**config.mk**
```make
export PLATFORM = sky130hd
export DESIGN_NAME = float_mul_iter_param_flat
export DESIGN_NICKNAME = d
export VERILOG_FILES = /design/src/rtl/float_mul_iter_param_pkg.sv /design/src/rtl/float_mul_iter_param_if.sv /design/src/rtl/float_mul_iter_param_mant_mul_iter.sv /design/src/rtl/float_mul_iter_param.sv /design/src/flat_wrapper.sv
export SDC_FILE = /design/constraint.sdc
export NUM_CORES = 1
export LEC_CHECK = 0
export ABC_AREA = 1
export CORE_AREA = 2 2 176 178
export CTS_CLUSTER_DIAMETER = 80
export DETAILED_ROUTE_END_ITERATION = 7
export DIE_AREA = 0 0 178 180
export GPL_TIMING_DRIVEN = 0
export PLACE_DENSITY = 0.84
export RECOVER_POWER = 50
export SYNTH_ARGS = -nofsm -noshare
export SYNTH_HDL_FRONTEND = slang
export SYNTH_HIERARCHICAL = 1
export SYNTH_SLANG_ARGS = --single-unit
```
**constraint.sdc**
```tcl
create_clock -name clk -period 8.7 [get_ports clk]
set_input_delay 1.74 -clock clk [delete_from_list [all_inputs] [get_ports clk]]
set_output_delay 1.74 -clock clk [all_outputs]
set_load 0.01 [all_outputs]
```
**src/rtl/float_mul_iter_param_pkg.sv**
```systemverilog
// Shared types and width helpers for the parametrised iterative float multiplier.
package float_mul_pkg;

  typedef enum logic [2:0] {
    IDLE,
    UNPACK,
    MULTIPLY,
    NORMALIZE,
    ROUND,
    PACK
  } state_e;

  typedef enum logic [1:0] {
    ZERO,
    NORM,
    INF,
    NAN
  } op_class_e;

  localparam int unsigned FLAG_W         = 4;
  localparam int unsigned FLAG_INVALID   = 3;
  localparam int unsigned FLAG_OVERFLOW  = 2;
  localparam int unsigned FLAG_UNDERFLOW = 1;
  localparam int unsigned FLAG_INEXACT   = 0;

  typedef struct packed {
    logic invalid;
    logic overflow;
    logic underflow;
    logic inexact;
  } flags_t;

  function automatic int unsigned bias_of(input int unsigned exp_width);
    return (32'd1 << (exp_width - 32'd1)) - 32'd1;
  endfunction

  // Iterations needed to retire a width-bit multiplier, padded up to whole steps.
  function automatic int unsigned iters_of(input int unsigned width, input int unsigned bpc);
    return (width + bpc - 32'd1) / bpc;
  endfunction

endpackage

```
**src/rtl/float_mul_iter_param_if.sv**
```systemverilog
// Issue-stage request/acknowledge bus for the float multiplier.
interface float_mul_iter_param_if #(
  parameter int unsigned EXP_WIDTH = 8,
  parameter int unsigned MAN_WIDTH = 23
);
  import float_mul_pkg::*;

  localparam int unsigned FW = 1 + EXP_WIDTH + MAN_WIDTH;

  logic              req;
  logic [FW-1:0]     a;
  logic [FW-1:0]     b;
  logic              busy;
  logic              ack;
  logic [FW-1:0]     out;
  logic [FLAG_W-1:0] flags;

  modport master (output req, a, b, input busy, ack, out, flags);
  modport slave  (input req, a, b, output busy, ack, out, flags);

endinterface

```
**src/rtl/float_mul_iter_param_mant_mul_iter.sv**
```systemverilog
// Shift-add unsigned multiplier retiring BITS_PER_CYCLE multiplier bits per clock.
module mant_mul_iter
  import float_mul_pkg::*;
#(
  parameter int unsigned WIDTH          = 24,
  parameter int unsigned BITS_PER_CYCLE = 2
) (
  input  logic               clk,
  input  logic               rst,
  input  logic               start,
  input  logic [WIDTH-1:0]   a,
  input  logic [WIDTH-1:0]   b,
  output logic [2*WIDTH-1:0] product,
  output logic               done
);

  localparam int unsigned N    = iters_of(WIDTH, BITS_PER_CYCLE);
  localparam int unsigned PADW = N * BITS_PER_CYCLE;
  localparam int unsigned AW   = 2 * WIDTH;
  localparam int unsigned CW   = $clog2(N + 1);

  logic [AW-1:0]   acc_q, acc_d;
  logic [AW-1:0]   mcand_q, mcand_d;
  logic [PADW-1:0] mplier_q, mplier_d;
  logic [CW-1:0]   cnt_q, cnt_d;
  logic            done_q, done_d;
  logic [AW-1:0]   pp;

  // Accumulation is modulo 2^AW; the true product always fits, so bits lost off the top are zero.
  always_comb begin
    pp = '0;
    for (int j = 0; j < int'(BITS_PER_CYCLE); j++) begin
      if (mplier_q[j]) pp = pp + (mcand_q << j);
    end
  end

  always_comb begin
    acc_d    = acc_q;
    mcand_d  = mcand_q;
    mplier_d = mplier_q;
    cnt_d    = cnt_q;
    done_d   = 1'b0;
    if (start) begin
      acc_d    = '0;
      mcand_d  = AW'(a);
      mplier_d = PADW'(b);
      cnt_d    = CW'(N);
    end else if (cnt_q != '0) begin
      acc_d    = acc_q + pp;
      mcand_d  = mcand_q << BITS_PER_CYCLE;
      mplier_d = mplier_q >> BITS_PER_CYCLE;
      cnt_d    = cnt_q - CW'(1);
      done_d   = (cnt_q == CW'(1));
    end
  end

  always_ff @(posedge clk or negedge rst) begin
    if (!rst) begin
      acc_q    <= '0;
      mcand_q  <= '0;
      mplier_q <= '0;
      cnt_q    <= '0;
      done_q   <= 1'b0;
    end else begin
      acc_q    <= acc_d;
      mcand_q  <= mcand_d;
      mplier_q <= mplier_d;
      cnt_q    <= cnt_d;
      done_q   <= done_d;
    end
  end

  assign product = acc_q;
  assign done    = done_q;

endmodule

```
**src/rtl/float_mul_iter_param.sv**
```systemverilog
// Parametrised float multiplier: RNE rounding, zero/inf/NaN handling, flush-to-zero, flags.
module float_mul_iter_param
  import float_mul_pkg::*;
#(
  parameter int unsigned EXP_WIDTH      = 8,
  parameter int unsigned MAN_WIDTH      = 23,
  parameter int unsigned BITS_PER_CYCLE = 2
) (
  input logic clk,
  input logic rst,
  float_mul_iter_param_if.slave bus
);

  localparam int unsigned FW   = 1 + EXP_WIDTH + MAN_WIDTH;
  localparam int unsigned SW   = MAN_WIDTH + 1;
  localparam int unsigned PW   = 2 * SW;
  localparam int unsigned XW   = EXP_WIDTH + 2;
  localparam int unsigned BIAS = bias_of(EXP_WIDTH);
  localparam logic [EXP_WIDTH-1:0] EXP_ONES = '1;

  state_e                 state_q, state_d;
  logic [FW-1:0]          a_q, a_d, b_q, b_d;
  logic                   sign_q, sign_d;
  op_class_e              cls_a_q, cls_a_d, cls_b_q, cls_b_d;
  logic [XW-1:0]          exp_q, exp_d;
  logic [MAN_WIDTH-1:0]   man_q, man_d;
  logic                   guard_q, guard_d, sticky_q, sticky_d;
  logic                   inexact_q, inexact_d;
  logic                   busy_q, busy_d, ack_q, ack_d;
  logic [FW-1:0]          out_q, out_d;
  flags_t                 flags_q, flags_d;

  logic [EXP_WIDTH-1:0]   ea, eb;
  logic [MAN_WIDTH-1:0]   ma, mb;
  op_class_e              cls_a, cls_b;
  logic [SW-1:0]          sig_a, sig_b;
  logic                   mul_start, mul_done;
  logic [PW-1:0]          mul_product;
  logic                   round_up, exp_ovf, exp_unf;
  logic [MAN_WIDTH:0]     man_rounded;
  logic                   any_nan, any_inf, any_zero, inf_times_zero;

  function automatic op_class_e classify(input logic [EXP_WIDTH-1:0] e,
                                         input logic [MAN_WIDTH-1:0] m);
    if (e == '0) return ZERO;
    if (e == '1) return (m == '0) ? INF : NAN;
    return NORM;
  endfunction

  assign ea    = a_q[FW-2:MAN_WIDTH];
  assign eb    = b_q[FW-2:MAN_WIDTH];
  assign ma    = a_q[MAN_WIDTH-1:0];
  assign mb    = b_q[MAN_WIDTH-1:0];
  assign cls_a = classify(ea, ma);
  assign cls_b = classify(eb, mb);
  // Subnormals are flushed: their significand enters the multiplier as zero.
  assign sig_a = (cls_a == ZERO) ? '0 : {1'b1, ma};
  assign sig_b = (cls_b == ZERO) ? '0 : {1'b1, mb};
  assign mul_start = (state_q == UNPACK);

  mant_mul_iter #(
    .WIDTH          (SW),
    .BITS_PER_CYCLE (BITS_PER_CYCLE)
  ) u_mant_mul (
    .clk     (clk),
    .rst     (rst),
    .start   (mul_start),
    .a       (sig_a),
    .b       (sig_b),
    .product (mul_product),
    .done    (mul_done)
  );

  assign round_up    = guard_q & (sticky_q | man_q[0]);
  assign man_rounded = {1'b0, man_q} + (MAN_WIDTH + 1)'(round_up);
  assign exp_ovf     = $signed(exp_q) >= $signed(XW'(EXP_ONES));
  assign exp_unf     = $signed(exp_q) <  $signed(XW'(1));

  assign any_nan        = (cls_a_q == NAN) || (cls_b_q == NAN);
  assign any_inf        = (cls_a_q == INF) || (cls_b_q == INF);
  assign any_zero       = (cls_a_q == ZERO) || (cls_b_q == ZERO);
  assign inf_times_zero = any_inf && any_zero;

  always_comb begin
    state_d   = state_q;
    a_d       = a_q;
    b_d       = b_q;
    sign_d    = sign_q;
    cls_a_d   = cls_a_q;
    cls_b_d   = cls_b_q;
    exp_d     = exp_q;
    man_d     = man_q;
    guard_d   = guard_q;
    sticky_d  = sticky_q;
    inexact_d = inexact_q;
    busy_d    = busy_q;
    ack_d     = 1'b0;
    out_d     = out_q;
    flags_d   = flags_q;

    unique case (state_q)
      IDLE: begin
        if (bus.req) begin
          a_d     = bus.a;
          b_d     = bus.b;
          busy_d  = 1'b1;
          state_d = UNPACK;
        end
      end
      UNPACK: begin
        sign_d  = a_q[FW-1] ^ b_q[FW-1];
        cls_a_d = cls_a;
        cls_b_d = cls_b;
        exp_d   = XW'(ea) + XW'(eb) - XW'(BIAS);
        state_d = MULTIPLY;
      end
      MULTIPLY: begin
        if (mul_done) state_d = NORMALIZE;
      end
      NORMALIZE: begin
        // Product lies in [1,4): a set MSB means one extra integer bit to shift out.
        if (mul_product[PW-1]) begin
          man_d    = mul_product[PW-2 -: MAN_WIDTH];
          guard_d  = mul_product[MAN_WIDTH];
          sticky_d = |mul_product[MAN_WIDTH-1:0];
          exp_d    = exp_q + XW'(1);
        end else begin
          man_d    = mul_product[PW-3 -: MAN_WIDTH];
          guard_d  = mul_product[MAN_WIDTH-1];
          sticky_d = |mul_product[MAN_WIDTH-2:0];
        end
        state_d = ROUND;
      end
      ROUND: begin
        man_d     = man_rounded[MAN_WIDTH-1:0];
        exp_d     = exp_q + XW'(man_rounded[MAN_WIDTH]);
        inexact_d = guard_q | sticky_q;
        state_d   = PACK;
      end
      PACK: begin
        flags_d = '0;
        if (any_nan || inf_times_zero) begin
          out_d           = {1'b0, EXP_ONES, 1'b1, {(MAN_WIDTH-1){1'b0}}};
          flags_d.invalid = !any_nan;
        end else if (any_inf) begin
          out_d = {sign_q, EXP_ONES, {MAN_WIDTH{1'b0}}};
        end else if (any_zero) begin
          out_d = {sign_q, {(FW-1){1'b0}}};
        end else if (exp_ovf) begin
          out_d            = {sign_q, EXP_ONES, {MAN_WIDTH{1'b0}}};
          flags_d.overflow = 1'b1;
          flags_d.inexact  = 1'b1;
        end else if (exp_unf) begin
          out_d             = {sign_q, {(FW-1){1'b0}}};
          flags_d.underflow = 1'b1;
          flags_d.inexact   = 1'b1;
        end else begin
          out_d           = {sign_q, exp_q[EXP_WIDTH-1:0], man_q};
          flags_d.inexact = inexact_q;
        end
        ack_d   = 1'b1;
        busy_d  = 1'b0;
        state_d = IDLE;
      end
      default: state_d = IDLE;
    endcase
  end

  always_ff @(posedge clk or negedge rst) begin
    if (!rst) begin
      state_q   <= IDLE;
      a_q       <= '0;
      b_q       <= '0;
      sign_q    <= 1'b0;
      cls_a_q   <= ZERO;
      cls_b_q   <= ZERO;
      exp_q     <= '0;
      man_q     <= '0;
      guard_q   <= 1'b0;
      sticky_q  <= 1'b0;
      inexact_q <= 1'b0;
      busy_q    <= 1'b0;
      ack_q     <= 1'b0;
      out_q     <= '0;
      flags_q   <= '0;
    end else begin
      state_q   <= state_d;
      a_q       <= a_d;
      b_q       <= b_d;
      sign_q    <= sign_d;
      cls_a_q   <= cls_a_d;
      cls_b_q   <= cls_b_d;
      exp_q     <= exp_d;
      man_q     <= man_d;
      guard_q   <= guard_d;
      sticky_q  <= sticky_d;
      inexact_q <= inexact_d;
      busy_q    <= busy_d;
      ack_q     <= ack_d;
      out_q     <= out_d;
      flags_q   <= flags_d;
    end
  end

  assign bus.busy  = busy_q;
  assign bus.ack   = ack_q;
  assign bus.out   = out_q;
  assign bus.flags = flags_q;

endmodule

```
**src/flat_wrapper.sv**
```systemverilog
// flat-port wrapper written by rule: the top's interface ports become plain ports
module float_mul_iter_param_flat import float_mul_pkg::*;
#(
  parameter int unsigned EXP_WIDTH      = 8,
  parameter int unsigned MAN_WIDTH      = 23,
  parameter int unsigned BITS_PER_CYCLE = 2
)
  (clk, rst, bus_req, bus_a, bus_b, bus_busy, bus_ack, bus_out, bus_flags);
  float_mul_iter_param_if #(.EXP_WIDTH(EXP_WIDTH), .MAN_WIDTH(MAN_WIDTH)) bus_i ();
  input logic clk;
  input logic rst;
  input wire logic [$bits(bus_i.req)-1:0] bus_req;
  input wire logic [$bits(bus_i.a)-1:0] bus_a;
  input wire logic [$bits(bus_i.b)-1:0] bus_b;
  output wire logic [$bits(bus_i.busy)-1:0] bus_busy;
  output wire logic [$bits(bus_i.ack)-1:0] bus_ack;
  output wire logic [$bits(bus_i.out)-1:0] bus_out;
  output wire logic [$bits(bus_i.flags)-1:0] bus_flags;
  assign bus_i.req = bus_req;
  assign bus_i.a = bus_a;
  assign bus_i.b = bus_b;
  assign bus_busy = bus_i.busy;
  assign bus_ack = bus_i.ack;
  assign bus_out = bus_i.out;
  assign bus_flags = bus_i.flags;
  float_mul_iter_param #(.EXP_WIDTH(EXP_WIDTH), .MAN_WIDTH(MAN_WIDTH), .BITS_PER_CYCLE(BITS_PER_CYCLE)) u_core (.clk(clk), .rst(rst), .bus(bus_i));
endmodule
```
== Word level (Yosys, flattened, before mapping) ==
Index checks and enable logic that the tools add are counted.
Storage, ports and cells
  output and inout bits: 38
  input port bits: 67
  bits in registers: 271
  word-level logic and storage cells: 134
Operators by class
  magnitude comparators: 2
  muxes and demuxes: 56
  equal/unequal tests: 15
  reductions and logical operators: 26
  $add $sub $neg: 8
  bitwise gates (word level): 4
Operator list (count)
  $mux W48: 6
  $mux W31: 4
  $add A48 B48 Y48: 2
  $mux W24: 4
  $logic_not A23 Y1: 2
  $pmux W23 S2: 1
  $mux W32: 1
  $pmux W10 S3: 1
  $add A23 B1 Y24: 1
  $mux W23: 1
  $reduce_or A23 Y1: 1
  $reduce_or A22 Y1: 1
  $mux W1: 20
  $eq A8 B8 Y1 const B: 2
  $logic_not A8 Y1: 2
  $mux W2: 8
  $mux W3: 5
  $pmux W3 S5: 1
  $add A10 B1 Y10: 1
  $add A10 B1 Y10 const B: 1
  $ge A10 B9 Y1 const B: 1
  $lt A10 B2 Y1 const B: 1
  $mux W10: 1
  $sub A10 B7 Y10 const B: 1
  other kinds (22): 42

== Logic depth before layout (Yosys ltp) ==
Gate-level depths: netlist of run 1.
  depth in word-level cells: 8
  mapped depth: 35
  gate-level depth less buffers: 32

== Hierarchy ==
The synthesis of run 1 kept the hierarchy.
By module, submodules not included
  mant_mul_iter: times used 1, cells an instance 1879, area an instance 11940.2 µm²
  float_mul_iter_param: times used 1, cells an instance 1071, area an instance 8032.7 µm²

== Worst setup path before layout of run 1 ==
OpenSTA, ideal clock, no wires.
  path kind: register to register
  from: register u_core.u_mant_mul.mplier_q[0]
  to: register u_core.u_mant_mul.acc_q[34], in the netlist u_core/u_mant_mul/product[34]
  period minus slack after synthesis: 4.214 ns
  stages on the path, launching flop included: 30
  path slack: 4.486 ns
  arrival: 4.096 ns
  cells stage by stage: dfrtp_1 buf_6 buf_8 buf_8 nand2_1 inv_1 ha_1 inv_1 fa_1 inv_1 nand3_1 o21ai_0 a21oi_2 o31ai_2 nand2_1 nand2_1 nand3_1 nand3_1 o21ai_0 ha_1 nand2_1 nor2_1 inv_1 nor2_1 and3_1 a21o_1 a21oi_1 or2_2 nand3_1 nand2_1
Between the ends
  longest elaborated chain between the ends: 6
RTL lines
  start: declaration: line float_mul_iter_param_mant_mul_iter.sv:24  | logic [PADW-1:0] mplier_q, mplier_d;
  start signal: assignment: line float_mul_iter_param_mant_mul_iter.sv:67  | mplier_q <= mplier_d;
  $mux W48 (*): line float_mul_iter_param_mant_mul_iter.sv:33  | if (mplier_q[j]) pp = pp + (mcand_q << j);
  $add A48 B48 Y48: line float_mul_iter_param_mant_mul_iter.sv:33
  $mux W48 (*): line float_mul_iter_param_mant_mul_iter.sv:33
  $add A48 B48 Y48 (*): line float_mul_iter_param_mant_mul_iter.sv:49  | acc_d = acc_q + pp;
  $mux W48 (*): line float_mul_iter_param_mant_mul_iter.sv:48  | end else if (cnt_q != '0) begin
  $mux W48 (*): line float_mul_iter_param_mant_mul_iter.sv:43  | if (start) begin
  end signal: assignment: line float_mul_iter_param_mant_mul_iter.sv:59  | acc_q <= '0;
  end signal: assignment: line float_mul_iter_param_mant_mul_iter.sv:65  | acc_q <= acc_d;
  end: declaration: line float_mul_iter_param_mant_mul_iter.sv:22  | logic [AW-1:0] acc_q, acc_d;
Every way passes the cells marked *; elsewhere a longest branch is shown, timed or not. The select of a mux whose other input is x is not followed.
A chain may end at the register's enable or synchronous reset.

== Worst setup path in the final report of run 1 ==
  from: register u_core.u_mant_mul.mplier_q[0]
  to: register u_core.u_mant_mul.acc_q[46], in the netlist u_core/u_mant_mul/product[46]
The elaborated chain is that of the path after synthesis.

==> qor.txt, run 1 <==
Fin crit period: 5859 ps
First-pass GRT wire length: 105500 um
GRT busiest layer: met2
Number of gates resized after CTS: 0
RSZ-0062 raised after global routing: false
Fmax: 170.7 MHz
Cells after Synth: 2950
Synth Register Bits: 271
Clk network pwr share: 13.5%
Worst EP required: 9160 ps
Vias per cell: 6.146
Setup Skew: 51.49 ps
Internal Power: 4.614 mW
Top FF cell, synth: dfrtp_1
Hold-fix buffers, CTS: 0
Initial Util: 66.16%
Layout cells sized above 1: 5.014%
HP Start: u_core/bus.out[20]$_DFFE_PN0P_
Clock buffer depth: 3
Clk_lat worst skew: 600 ps
Worst vdd ir: 268.3 uV
Clock transition at the registers of the reported paths: 60 ps
Clock Sinks: 271
Synth top area share: 33.95%
Clock Tree Root: clkbuf_16
Detailed Routing Iterations Pass 1: 6
Hold WC Path Type: reg2reg
CTS tree: yes
Core area: 30190 um2
Power Density: 433.4 nW/um2
Total GRT Usage: 41.38%
Outcome: complete, but fails checks
Actual slew at the worst max-slew pin: 3143 ps
TritonCTS Buffers: 30
Startpoint type of the worst setup path: flop
Area grow syn2layout: 12.37%
Maxcap violations: 2
Leakage: 10.89 nW
Post CTS Setup Buffer Count: 0
Top-Level Pins: 105
Failing checks: max-capacitance violations, max-slew violations
Chip height: 180 um
Main area contributors after synthesis: dfrtp_1, nand2_1, nor2_1, inv_1, ha_1
Share of flip-flops with an asynchronous set or reset: 100.0%
# rows: 64
Top post-synthesis cells by count: nand2_1, nor2_1, inv_1
Avg Synthesized Cell Area: 6.770 um2
Crit-path max FO: 10
Die width: 178 um
Post-DRT Antenna Nets: 0
Vias in the first global route: 20790
Worst setup path category: reg2reg
RR Startpoint: u_core/u_mant_mul/mplier_q[0]$_DFFE_PN0P_
Die area: 32040 um2
Slew headroom: -109.5%
Sequential power share: 24.5%
Routed vias: 21570
Fin crit share: 67.34%
Largest net degree at the start of global routing: 128
Drt first-iter violations: 2439
Sequential area share after synthesis: 33.95%
Placer congestion estimate: 1.044
Grt total ovfl: 0
Met3 Use GR: 6.366%
Nets: 3253
Top cell type by total area after synthesis: dfrtp_1
WP data arrival: 6320 ps
Input/output buffers: 104
Synth Cell Area: 19970 um2
Met1 layer usage reported by global route: 53.60%
Final setup violation count: 0
Drt total wl: 66200 um
Post-layout util: 74.35%
Antenna violations before repair: 2
H-tree Lvls: 1
Max Slew Vio Count: 162
Routed length per instance: 18.87 um
Placed insts: 3452
Post-synth EDFFs: 0
DPL Wire Length: 50430 um
Fin. Hold Viols: 0
Design Power: 9.728 mW
Critical path endpoint category: flop
CP startpoint: u_core/u_mant_mul/mplier_q[0]$_DFFE_PN0P_
Non-filler cells, final: 3509
Switching Power: 5.114 mW
Hold slack: 491.3 ps
# DRC: 0
Syn nets: 3115
Combinational share of power: 62.0%
Yosys Warn Count: 6
Most common cell in the synthesized netlist: nand2_1
Met2 usage: 68.48%
Switching part of the total: 52.57%
Yosys cell types: 64
-- state kept, by name, summed over array words and instances (netlist names), 2 cells and up --
register / count
u_core/a_q: 32
u_core/b_q: 32
u_core/bus.flags: 4
u_core/bus.out: 32
u_core/cls_a_q: 2
u_core/cls_b_q: 2
u_core/exp_q: 10
u_core/man_q: 23
u_core/state_q: 3
u_core/u_mant_mul/cnt_q: 4
u_core/u_mant_mul/mcand_q: 48
u_core/u_mant_mul/mplier_q: 24
u_core/u_mant_mul/product: 48
-- cell usage in the layout (no fill, tap or decap), drive strengths merged, types with 12 or more instances in the layout --
cell	Yosys	layout
nand2	773	773
nor2	392	392
inv	369	370
dfrtp	271	271
o21ai	251	251
a21oi	237	237
nand3	147	147
clkdlybuf4s50	0	102
clkbuf	50	100
ha	95	95
buf	42	33
a31oi	30	30
o22ai	29	29
xor2	25	25
nor3	25	25
or2	24	24
nand4	23	23
o211ai	20	20
o221ai	19	19
a21o	15	15
nor4	15	15
o21a	12	12
-- metal layers --
metal,vias to the layer above,share of wire (%)
met5,-,0
met4,0,5.1
met3,257,10
met2,1344,46
met1,9972,38
li1,9992,-
-- path summary, 6_finish.rpt --
| check | endpoint | slack (ps) | cells past startpoint |
|---|---|---|---|
| min in group asynchronous | u_core/a_q[29]$_DFFE_PN0P_ | 1670 | 1 |
| worst min-delay path | u_core/bus.out[20]$_DFFE_PN0P_ | 490 | 2 |
| worst min register to register | u_core/bus.out[20]$_DFFE_PN0P_ | 490 | 2 |
| worst max-delay path | u_core/u_mant_mul/product[46]$_DFFE_PN0P_ | 2840 | 26 |
| max in group asynchronous | u_core/u_mant_mul/mcand_q[37]$_DFFE_PN0P_ | 3050 | 2 |
| worst max register to register | u_core/u_mant_mul/product[46]$_DFFE_PN0P_ | 2840 | 26 |
-- power by group through the flow --
stage	Combinational (mW)	Sequential (mW)	Clock (mW)
2_1_floorplan	4.13	2.25	0
3_3_place_gp	5.58	2.34	0
3_5_place_dp	5.77	2.36	0
4_1_cts	5.87	2.36	1.32
5_1_grt	6.62	2.44	1.37
6_report	6.03	2.38	1.32
-- critical path, cell delays in order (launching register included) --
cell     delay, ps
dfrtp_1        350
buf_6          140
buf_8          150
buf_8          170
nand2_1         70
inv_1           70
ha_1           300
inv_1           90
fa_1           380
inv_1          160
nand3_1        150
o21ai_0        360
a21oi_2        180
o21ai_2        260
nand3_1        110
a31oi_1        400
ha_1           380
a21oi_1        220
o21ai_0        240
a21oi_1        340
o21ai_0        310
a31o_2         330
nand2_1         70
nand2_1        110
nand2_1         80
nand2_1         60
o21ai_0        230
-- metrics by stage --
stage                     setup WS [ps]  TNS [ps]  cell area, um2
after detailed placement           3197         0           21570
after global routing               2059         0           22440
after CTS                          3105         0           22590
after global placement            -5304  -1427230           21510
after floorplan                    4486         0           19970
final                              2841         0           22440
-- cells by family after synthesis --
group | count (synthesis) | synth area share [%]
AND/OR/NAND/NOR | 1409 | 29.21
flip-flops | 271 | 33.95
multiplexers | 10 | 0.5638
XOR/XNOR | 32 | 1.403
buffers and inverters | 462 | 9.202
AO/OA/AOI/OAI | 668 | 19.41
adder cells (fa/ha/maj) | 98 | 6.252
-- area by class of cell --
class / instances / area (um2)
buffer: 92 / 422.9
fill: 2365 / 7745
clock inverter: 17 / 203.9
sequential: 271 / 6782
timing repair buffer: 106 / 1067
antenna: 2 / 5.005
clock buffer: 38 / 820.8
multi-input combinational: 2217 / 11260
tap: 396 / 495.5
inverter: 370 / 1389
Power figures use the tool's default switching activity.
==> run 2: changes to the inputs <==
--- a/config.mk
+++ b/config.mk
@@ -6,12 +6,12 @@
 export NUM_CORES = 1
 export LEC_CHECK = 0
 export ABC_AREA = 1
-export CORE_AREA = 2 2 176 178
+export CORE_AREA = 2 2 192 194
 export CTS_CLUSTER_DIAMETER = 80
 export DETAILED_ROUTE_END_ITERATION = 7
-export DIE_AREA = 0 0 178 180
+export DIE_AREA = 0 0 194 196
 export GPL_TIMING_DRIVEN = 0
-export PLACE_DENSITY = 0.84
+export PLACE_DENSITY = 0.75
 export RECOVER_POWER = 50
 export SYNTH_ARGS = -nofsm -noshare
 export SYNTH_HDL_FRONTEND = slang
==> constraint.sdc (replaced) <==
create_clock -name clk -period 5.3 [get_ports clk]
set_input_delay 1.06 -clock clk [delete_from_list [all_inputs] [get_ports clk]]
set_output_delay 1.06 -clock clk [all_outputs]
set_load 0.01 [all_outputs]
==> run 2 against run 1 <==
Effect of this change: cell count grew 2.5%; via count shrank 3.5%; critical endpoint is now u_core/u_mant_mul/product[34]$_DFFE_PN0P_; register-to-register slack lost 2600 ps; the run still ends with max-capacitance violations, max-slew violations left; routed wire length grew 0.49%.
==> qor.txt, run 2 (synthesized netlist as in run 1, its figures left out) <==
Placed insts: 3524 (was 3452)
Grt total ovfl: 0 (unchanged)
Combinational share of power: 61.9% (was 62.0%)
Total GRT Usage: 34.58% (was 41.38%)
WHS Endpoint: u_core/bus.out[3]$_DFFE_PN0P_ (was u_core/bus.out[20]$_DFFE_PN0P_)
Diodes inserted: 0 (was 2)
Post-DRT Antenna Nets: 0 (unchanged)
Worst-case reg-to-reg path depth: 29 (was 26)
Setup Skew: 23.00 ps (was 51.49 ps)
Fin. Hold Viols: 0 (unchanged)
Chip height: 196 um (was 180 um)
Sequential power share: 23.6% (was 24.5%)
Crit-path max FO: 10 (unchanged)
Fmax: 198.3 MHz (was 170.7 MHz)
# rows: 70 (was 64)
Hold WC Path Type: reg2reg (unchanged)
CTS tree: yes (unchanged)
Antenna violations before repair: 0 (was 2)
Actual slew at the worst max-slew pin: 2724 ps (was 3143 ps)
Switching part of the total: 51.27% (was 52.57%)
Switching Power: 8.476 mW (was 5.114 mW)
Post-route cell area: 23070 um2 (was 22440 um2)
Placer congestion estimate: 0.9593 (was 1.044)
RR Startpoint: u_core/u_mant_mul/mplier_q[0]$_DFFE_PN0P_ (unchanged)
Design Power: 16.53 mW (was 9.728 mW)
H-tree Lvls: 1 (unchanged)
Max Slew Vio Count: 276 (was 162)
Most frequent cells in the layout: nand2_1, nor2_1, inv_1 (unchanged)
GRT busiest layer: met2 (unchanged)
Area grow syn2layout: 15.49% (was 12.37%)
Clock Sinks: 271 (unchanged)
Power Density: 716.8 nW/um2 (was 433.4 nW/um2)
Worst Hold Depth: 2 (unchanged)
Input/output buffers: 104 (unchanged)
Largest net degree at the start of global routing: 122 (was 128)
Routed vias: 20820 (was 21570)
Internal Power: 8.057 mW (was 4.614 mW)
Reg2Reg Setup Slack: 260 ps (was 2840 ps)
Critical path endpoint category: flop (unchanged)
RR Endpoint: u_core/u_mant_mul/product[34]$_DFFE_PN0P_ (was u_core/u_mant_mul/product[46]$_DFFE_PN0P_)
Detailed Routing Iterations Pass 1: 6 (unchanged)
Fill count: 3354 (was 2365)
Failing checks: max-capacitance violations, max-slew violations (unchanged)
Met3 Use GR: 3.713% (was 6.366%)
Worst vdd ir: 467.5 uV (was 268.3 uV)
Startpoint type of the worst setup path: flop (unchanged)
Clk network pwr share: 14.5% (was 13.5%)
Slew headroom: -81.62% (was -109.5%)
RSZ-0062 raised after global routing: true (was false)
Non-filler cells, final: 3598 (was 3509)
DPL Wire Length: 52270 um (was 50430 um)
Layout cells sized above 1: 7.796% (was 5.014%)
Worst EP required: 5750 ps (was 9160 ps)
Clock buffer depth: 3 (unchanged)
Clk_lat worst skew: 580 ps (was 600 ps)
# DRC: 0 (unchanged)
Routed length per instance: 18.49 um (was 18.87 um)
TritonCTS Buffers: 31 (was 30)
Drt first-iter violations: 1772 (was 2439)
Clock Tree Root: clkbuf_16 (unchanged)
Vias per cell: 5.787 (was 6.146)
Most frequent CP cell: nand2_1 (unchanged)
Met1 layer usage reported by global route: 46.71% (was 53.60%)
Clock transition at the registers of the reported paths: 70 ps (was 60 ps)
Initial Util: 55.35% (was 66.16%)
Vias in the first global route: 20130 (was 20790)
Core area: 36080 um2 (was 30190 um2)
Maxcap violations: 3 (was 2)
Outcome: complete, but fails checks (unchanged)
Fin crit share: 95.13% (was 67.34%)
Leakage: 11.14 nW (was 10.89 nW)
Worst setup path category: reg2reg (unchanged)
Critical path's slowest cell: ha_1 (was a31oi_1)
Drt total wl: 66530 um (was 66200 um)
Dpl cell area: 21660 um2 (was 21570 um2)
First-pass GRT wire length: 105400 um (was 105500 um)
Nets: 3272 (was 3253)
Fin crit period: 5042 ps (was 5859 ps)
Post-layout util: 63.92% (was 74.35%)
Die area: 38020 um2 (was 32040 um2)
Commonest non-fill, non-tap cell in the layout: nand2_1 (unchanged)
HP Start: u_core/bus.out[3]$_DFFE_PN0P_ (was u_core/bus.out[20]$_DFFE_PN0P_)
Final setup violation count: 0 (unchanged)
CP peak stage delay: 410 ps (was 400 ps)
WP data arrival: 5490 ps (was 6320 ps)
Hold slack: 482.7 ps (was 491.3 ps)
Top-Level Pins: 105 (unchanged)
Met2 usage: 58.05% (was 68.48%)
Die width: 194 um (was 178 um)
## run 2: cell type report
| class | instances | area (um2) | area share [%] |
|---|---|---|---|
| Clock buffer | 40 | 869.6 | 3.770 |
| Buffer | 92 | 449.2 | 1.947 |
| Timing Repair Buffer | 124 | 1180 | 5.115 |
| Inverter | 370 | 1389 | 6.021 |
| Sequential cell | 271 | 6782 | 29.40 |
| Clock inverter | 16 | 285.3 | 1.237 |
| Tap cell | 468 | 585.6 | 2.539 |
| Multi-Input combinational cell | 2217 | 11530 | 49.97 |
## run 2: worst max path at each step
stage | from | to | slack [ps] | depth (start not counted)
finish | u_core/u_mant_mul/mplier_q[0]$_DFFE_PN0P_ | u_core/u_mant_mul/product[34]$_DFFE_PN0P_ | 260 | 29
global route | u_core/u_mant_mul/mplier_q[0]$_DFFE_PN0P_ | u_core/u_mant_mul/product[35]$_DFFE_PN0P_ | -30 | 30
CTS | u_core/u_mant_mul/mplier_q[0]$_DFFE_PN0P_ | u_core/u_mant_mul/product[46]$_DFFE_PN0P_ | 3 | 31
detailed placement | u_core/u_mant_mul/mplier_q[0]$_DFFE_PN0P_ | u_core/u_mant_mul/product[37]$_DFFE_PN0P_ | -290 | 29
global placement | rst | u_core/u_mant_mul/mcand_q[44]$_DFFE_PN0P_ | -8320 | 1
floorplan | u_core/u_mant_mul/mplier_q[0]$_DFFE_PN0P_ | u_core/u_mant_mul/product[34]$_DFFE_PN0P_ | 1090 | 29
## run 2: routing by layer
layer	vias to the layer above	routed length [um]
met5	-	0
met2	821	31020
li1	10030	-
met4	0	2466
met3	145	4567
met1	9821	28470
## run 2: critical path, delay by kind of cell, from the launching register on
kind	cells	cell delay, ps
flops	1	350
buf+inv	7	840
compound gates	6	1090
fa+ha+maj	3	1000
simple gates	13	1600
## run 2: power by group through the flow
stage | Sequential (mW) | Clock [mW] | Combinational [mW]
floorplan | 3.69 | 0 | 6.77
detailed placement | 3.90 | 0 | 9.58
global placement | 3.87 | 0 | 9.37
finish | 3.90 | 2.40 | 10.2
global route | 4.01 | 2.52 | 11.3
CTS | 3.88 | 2.43 | 9.73
## run 2: metrics by stage
step           TNS (ps)  setup slack, ps
6_report              0            258.3
5_1_grt          -89.27           -34.89
4_1_cts               0            2.990
3_5_place_dp      -2780           -285.8
3_3_place_gp   -2246730            -8316
2_1_floorplan         0             1086
## run 2: timing repair
| action | in CTS | in global routing |
|---|---|---|
| pin swaps | 3 | 15 |
| hold buffers | 0 | 0 |
| setup buffers | 4 | 14 |
| setup endpoints to repair | 23 | 29 |
| resized for setup | 11 | 58 |
==> run 3: changes to the inputs <==
--- a/config.mk
+++ b/config.mk
@@ -5,13 +5,13 @@
 export SDC_FILE = /design/constraint.sdc
 export NUM_CORES = 1
 export LEC_CHECK = 0
-export ABC_AREA = 1
-export CORE_AREA = 2 2 192 194
+export ABC_AREA = 0
+export CORE_AREA = 2 2 191 193
 export CTS_CLUSTER_DIAMETER = 80
 export DETAILED_ROUTE_END_ITERATION = 7
-export DIE_AREA = 0 0 194 196
+export DIE_AREA = 0 0 193 195
 export GPL_TIMING_DRIVEN = 0
-export PLACE_DENSITY = 0.75
+export PLACE_DENSITY = 0.74
 export RECOVER_POWER = 50
 export SYNTH_ARGS = -nofsm -noshare
 export SYNTH_HDL_FRONTEND = slang
==> run 3 against run 2 <==
Effect of this change: the run ends with max-capacitance violations, max-slew violations, negative setup slack left; first-iteration DRC count shrank 18%; fmax shrank 19%; sequential share of layout area shrank 1.1 points; clock power shrank 8%; routed wire length shrank 11%; cell area grew 3.9%; synthesized cell count shrank 23%; non-clock buffer count grew 110.
==> qor.txt, run 3 <==
CP peak stage delay: 430 ps (was 410 ps)
Sequential area share after synthesis: 34.52% (was 33.95%)
Top post-synthesis cells by count: nand2_1, dfrtp_1, a21oi_1 (was nand2_1, nor2_1, inv_1)
Largest net degree at the start of global routing: 93 (was 122)
Fin crit period: 6237 ps (was 5042 ps)
Reg2Reg Setup Slack: -940 ps (was 260 ps)
Worst vdd ir: 338.3 uV (was 467.5 uV)
Initial Util: 55.50% (was 55.35%)
Input/output buffers: 104 (unchanged)
Top-Level Pins: 105 (unchanged)
Clk_lat worst skew: 600 ps (was 580 ps)
Yosys Warn Count: 6 (unchanged)
Placer congestion estimate: 0.9385 (was 0.9593)
Slew headroom: -56.75% (was -81.62%)
Worst EP required: 5780 ps (was 5750 ps)
Die area: 37640 um2 (was 38020 um2)
Compound-gate portion of the synthesized area: 22.25% (was 19.41%)
Grt total ovfl: 0 (unchanged)
Drt total wl: 59200 um (was 66530 um)
Crit-path max FO: 6 (was 10)
Actual slew at the worst max-slew pin: 2351 ps (was 2724 ps)
Max Slew Vio Count: 276 (unchanged)
Outcome: complete, but fails checks (unchanged)
Power Density: 645.4 nW/um2 (was 716.8 nW/um2)
Layout cells sized above 1: 16.81% (was 7.796%)
Top cell type by total area after synthesis: dfrtp_1 (unchanged)
Critical path's slowest cell: dfrtp_1 (was ha_1)
First-pass GRT wire length: 93970 um (was 105400 um)
Synth Register Bits: 271 (unchanged)
CTS tree: yes (unchanged)
Critical path endpoint category: flop (unchanged)
RR Startpoint: u_core/u_mant_mul/mplier_q[0]$_DFFE_PN0P_ (unchanged)
Commonest non-fill, non-tap cell in the layout: nand2_1 (unchanged)
Worst setup path category: reg2reg (unchanged)
Yosys cell types: 98 (was 64)
Routed vias: 18430 (was 20820)
Dpl cell area: 21650 um2 (was 21660 um2)
Synth top area share: 34.52% (was 33.95%)
Clock Sinks: 271 (unchanged)
Core area: 35400 um2 (was 36080 um2)
Setup ws final: -936.9 ps (was 258.3 ps)
RR Endpoint: u_core/u_mant_mul/product[47]$_DFFE_PN0P_ (was u_core/u_mant_mul/product[34]$_DFFE_PN0P_)
Combinational family with the most area after synthesis: compound AO/OA/AOI/OAI gates (was simple AND/OR/NAND/NOR gates)
Mux cell area share after synthesis: 7.980% (was 0.5638%)
Routed length per instance: 19.92 um (was 18.49 um)
Hold slack: 476.8 ps (was 482.7 ps)
Setup Skew: 16.02 ps (was 23.00 ps)
Top FF cell, synth: dfrtp_1 (unchanged)
Worst-case reg-to-reg path depth: 31 (was 29)
Synth Cell Area: 19650 um2 (was 19970 um2)
Met1 layer usage reported by global route: 43.75% (was 46.71%)
# rows: 69 (was 70)
DPL Wire Length: 43380 um (was 52270 um)
Adder-cell share of the synthesized area: 6.509% (was 6.252%)
Detailed Routing Iterations Pass 1: 7 (was 6)
Avg Synthesized Cell Area: 8.631 um2 (was 6.770 um2)
Met2 usage: 49.16% (was 58.05%)
Met3 Use GR: 3.523% (was 3.713%)
Placed insts: 2843 (was 3524)
Non-filler cells, final: 2971 (was 3598)
Fin. Hold Viols: 0 (unchanged)
RSZ-0062 raised after global routing: true (unchanged)
Clock transition at the registers of the reported paths: 60 ps (was 70 ps)
GRT busiest layer: met2 (unchanged)
Setup crit end: u_core/u_mant_mul/product[47]$_DFFE_PN0P_ (was u_core/u_mant_mul/product[34]$_DFFE_PN0P_)
Main area contributors after synthesis: dfrtp_1, ha_1, nand2_1, mux2_2, a21oi_1 (was dfrtp_1, nand2_1, nor2_1, inv_1, ha_1)
Drt first-iter violations: 1450 (was 1772)
Most common cell in the synthesized netlist: nand2_1 (unchanged)
Final setup violation count: 28 (was 0)
Failing checks: max-capacitance violations, max-slew violations, negative setup slack (was max-capacitance violations, max-slew violations)
Fmax: 160.3 MHz (was 198.3 MHz)
Post-synth EDFFs: 0 (unchanged)
Hold WC Path Type: reg2reg (unchanged)
Cells after Synth: 2276 (was 2950)
TritonCTS Buffers: 31 (unchanged)
Area grow syn2layout: 21.97% (was 15.49%)
Fin crit share: 117.7% (was 95.13%)
Maxcap violations: 3 (unchanged)
Clock Tree Root: clkbuf_16 (unchanged)
Post-synthesis simple-gate area fraction: 20.15% (was 29.21%)
Pre-CTS setup slack: -1595 ps (was -285.8 ps)
Vias in the first global route: 17710 (was 20130)
XOR/XNOR Fraction of Synth Area: 4.280% (was 1.403%)
H-tree Lvls: 1 (unchanged)
Post-route cell area: 23960 um2 (was 23070 um2)
Share of flip-flops with an asynchronous set or reset: 100.0% (unchanged)
Nets: 2651 (was 3272)
WP data arrival: 6710 ps (was 5490 ps)
Hold-fix buffers, CTS: 0 (unchanged)
Most frequent CP cell: clkbuf_16 (was nand2_1)
Clock buffer depth: 3 (unchanged)
Most frequent cells in the layout: nand2_1, dfrtp_1, a21oi_1 (was nand2_1, nor2_1, inv_1)
Leakage: 10.27 nW (was 11.14 nW)
Post-DRT Antenna Nets: 0 (unchanged)
Syn nets: 2441 (was 3115)
Vias per cell: 6.204 (was 5.787)
Total GRT Usage: 31.02% (was 34.58%)
CP startpoint: u_core/u_mant_mul/mplier_q[0]$_DFFE_PN0P_ (unchanged)
# DRC: 0 (unchanged)
Startpoint type of the worst setup path: flop (unchanged)
Die width: 193 um (was 194 um)
Chip height: 195 um (was 196 um)
Antenna violations before repair: 0 (unchanged)
Diodes inserted: 0 (unchanged)
run 3: changes by cell type after synthesis, moves of 46 or more:
cell      delta
a21o_1      +46
and2_1      +82
clkbuf_1    +51
inv_1      -298
mux2_2      +75
mux2i_1     +61
nand2_1    -450
nand3_1    -101
nor2_1     -267
xnor2_1     +46
run 3: worst min-delay path by stage:
stage,start,end,cells after the start
after floorplan,u_core/inexact_q$_DFFE_PN0P_,u_core/inexact_q$_DFFE_PN0P_,2
after global placement,u_core/bus.busy$_DFFE_PN0P_,u_core/bus.busy$_DFFE_PN0P_,1
after detailed placement,u_core/bus.busy$_DFFE_PN0P_,u_core/bus.busy$_DFFE_PN0P_,1
after CTS,u_core/bus.busy$_DFFE_PN0P_,u_core/bus.busy$_DFFE_PN0P_,1
after global routing,u_core/bus.busy$_DFFE_PN0P_,u_core/bus.busy$_DFFE_PN0P_,1
final,u_core/bus.busy$_DFFE_PN0P_,u_core/bus.busy$_DFFE_PN0P_,1
run 3: final cells by class:
| type | instances | area [um2] |
|---|---|---|
| buffer | 144 | 812.0 |
| clock buffer | 45 | 908.4 |
| clock inverter | 12 | 147.6 |
| fill | 2907 | 11430 |
| inverter | 55 | 206.4 |
| multi-input combinational | 1801 | 12880 |
| sequential | 271 | 6782 |
| tap | 461 | 576.8 |
| timing repair buffer | 182 | 1650 |
run 3: stage by stage:
step | power, mW | TNS, ps | utilization, %
after floorplan | 9.791 | -798.5 | -
after global placement | 11.93 | -2354010 | 60.99
after detailed placement | 12.16 | -26490 | 61.16
after CTS | 14.98 | -11150 | 66.54
after global routing | 16.53 | -20270 | 67.70
final | 15.46 | -12820 | 67.70
run 3: metal layers:
metal | up-vias | wire [um]
li1 | 8701 | -
met1 | 8949 | 26800
met2 | 638 | 26810
met3 | 145 | 3202
met4 | 0 | 2381
met5 | - | 0
run 3: logic make-up (layout without fill, tap and decap cells):
group	after synthesis	count (layout)
fa+ha+maj	101	101
flops	271	271
buf+inv	204	438
simple gates	781	781
mux	146	146
compound gates	677	677
xor+xnor	96	96
run 3: power breakdown:
part / switching (mW) / internal [mW] / total, mW
Sequential: 0.925 / 3.05 / 3.98
Combinational: 5.25 / 4.04 / 9.29
Clock: 0.911 / 1.29 / 2.20
Total: 7.08 / 8.38 / 15.5
run 3: what timing repair did:
item | in CTS | in global routing
endpoints found under the setup margin | 36 | 34
cloned | 0 | 0
gates resized for setup | 111 | 63
pin swaps | 83 | 62
buffers inserted | 48 | 28
run 3: worst max-delay path: cells and delay by family, from the launching register on:
family / cells / cell delay, ps
compound gates: 6 / 1130
xor+xnor: 1 / 140
fa+ha+maj: 3 / 670
buf+inv: 10 / 1300
flops: 1 / 430
mux: 3 / 900
simple gates: 8 / 1530
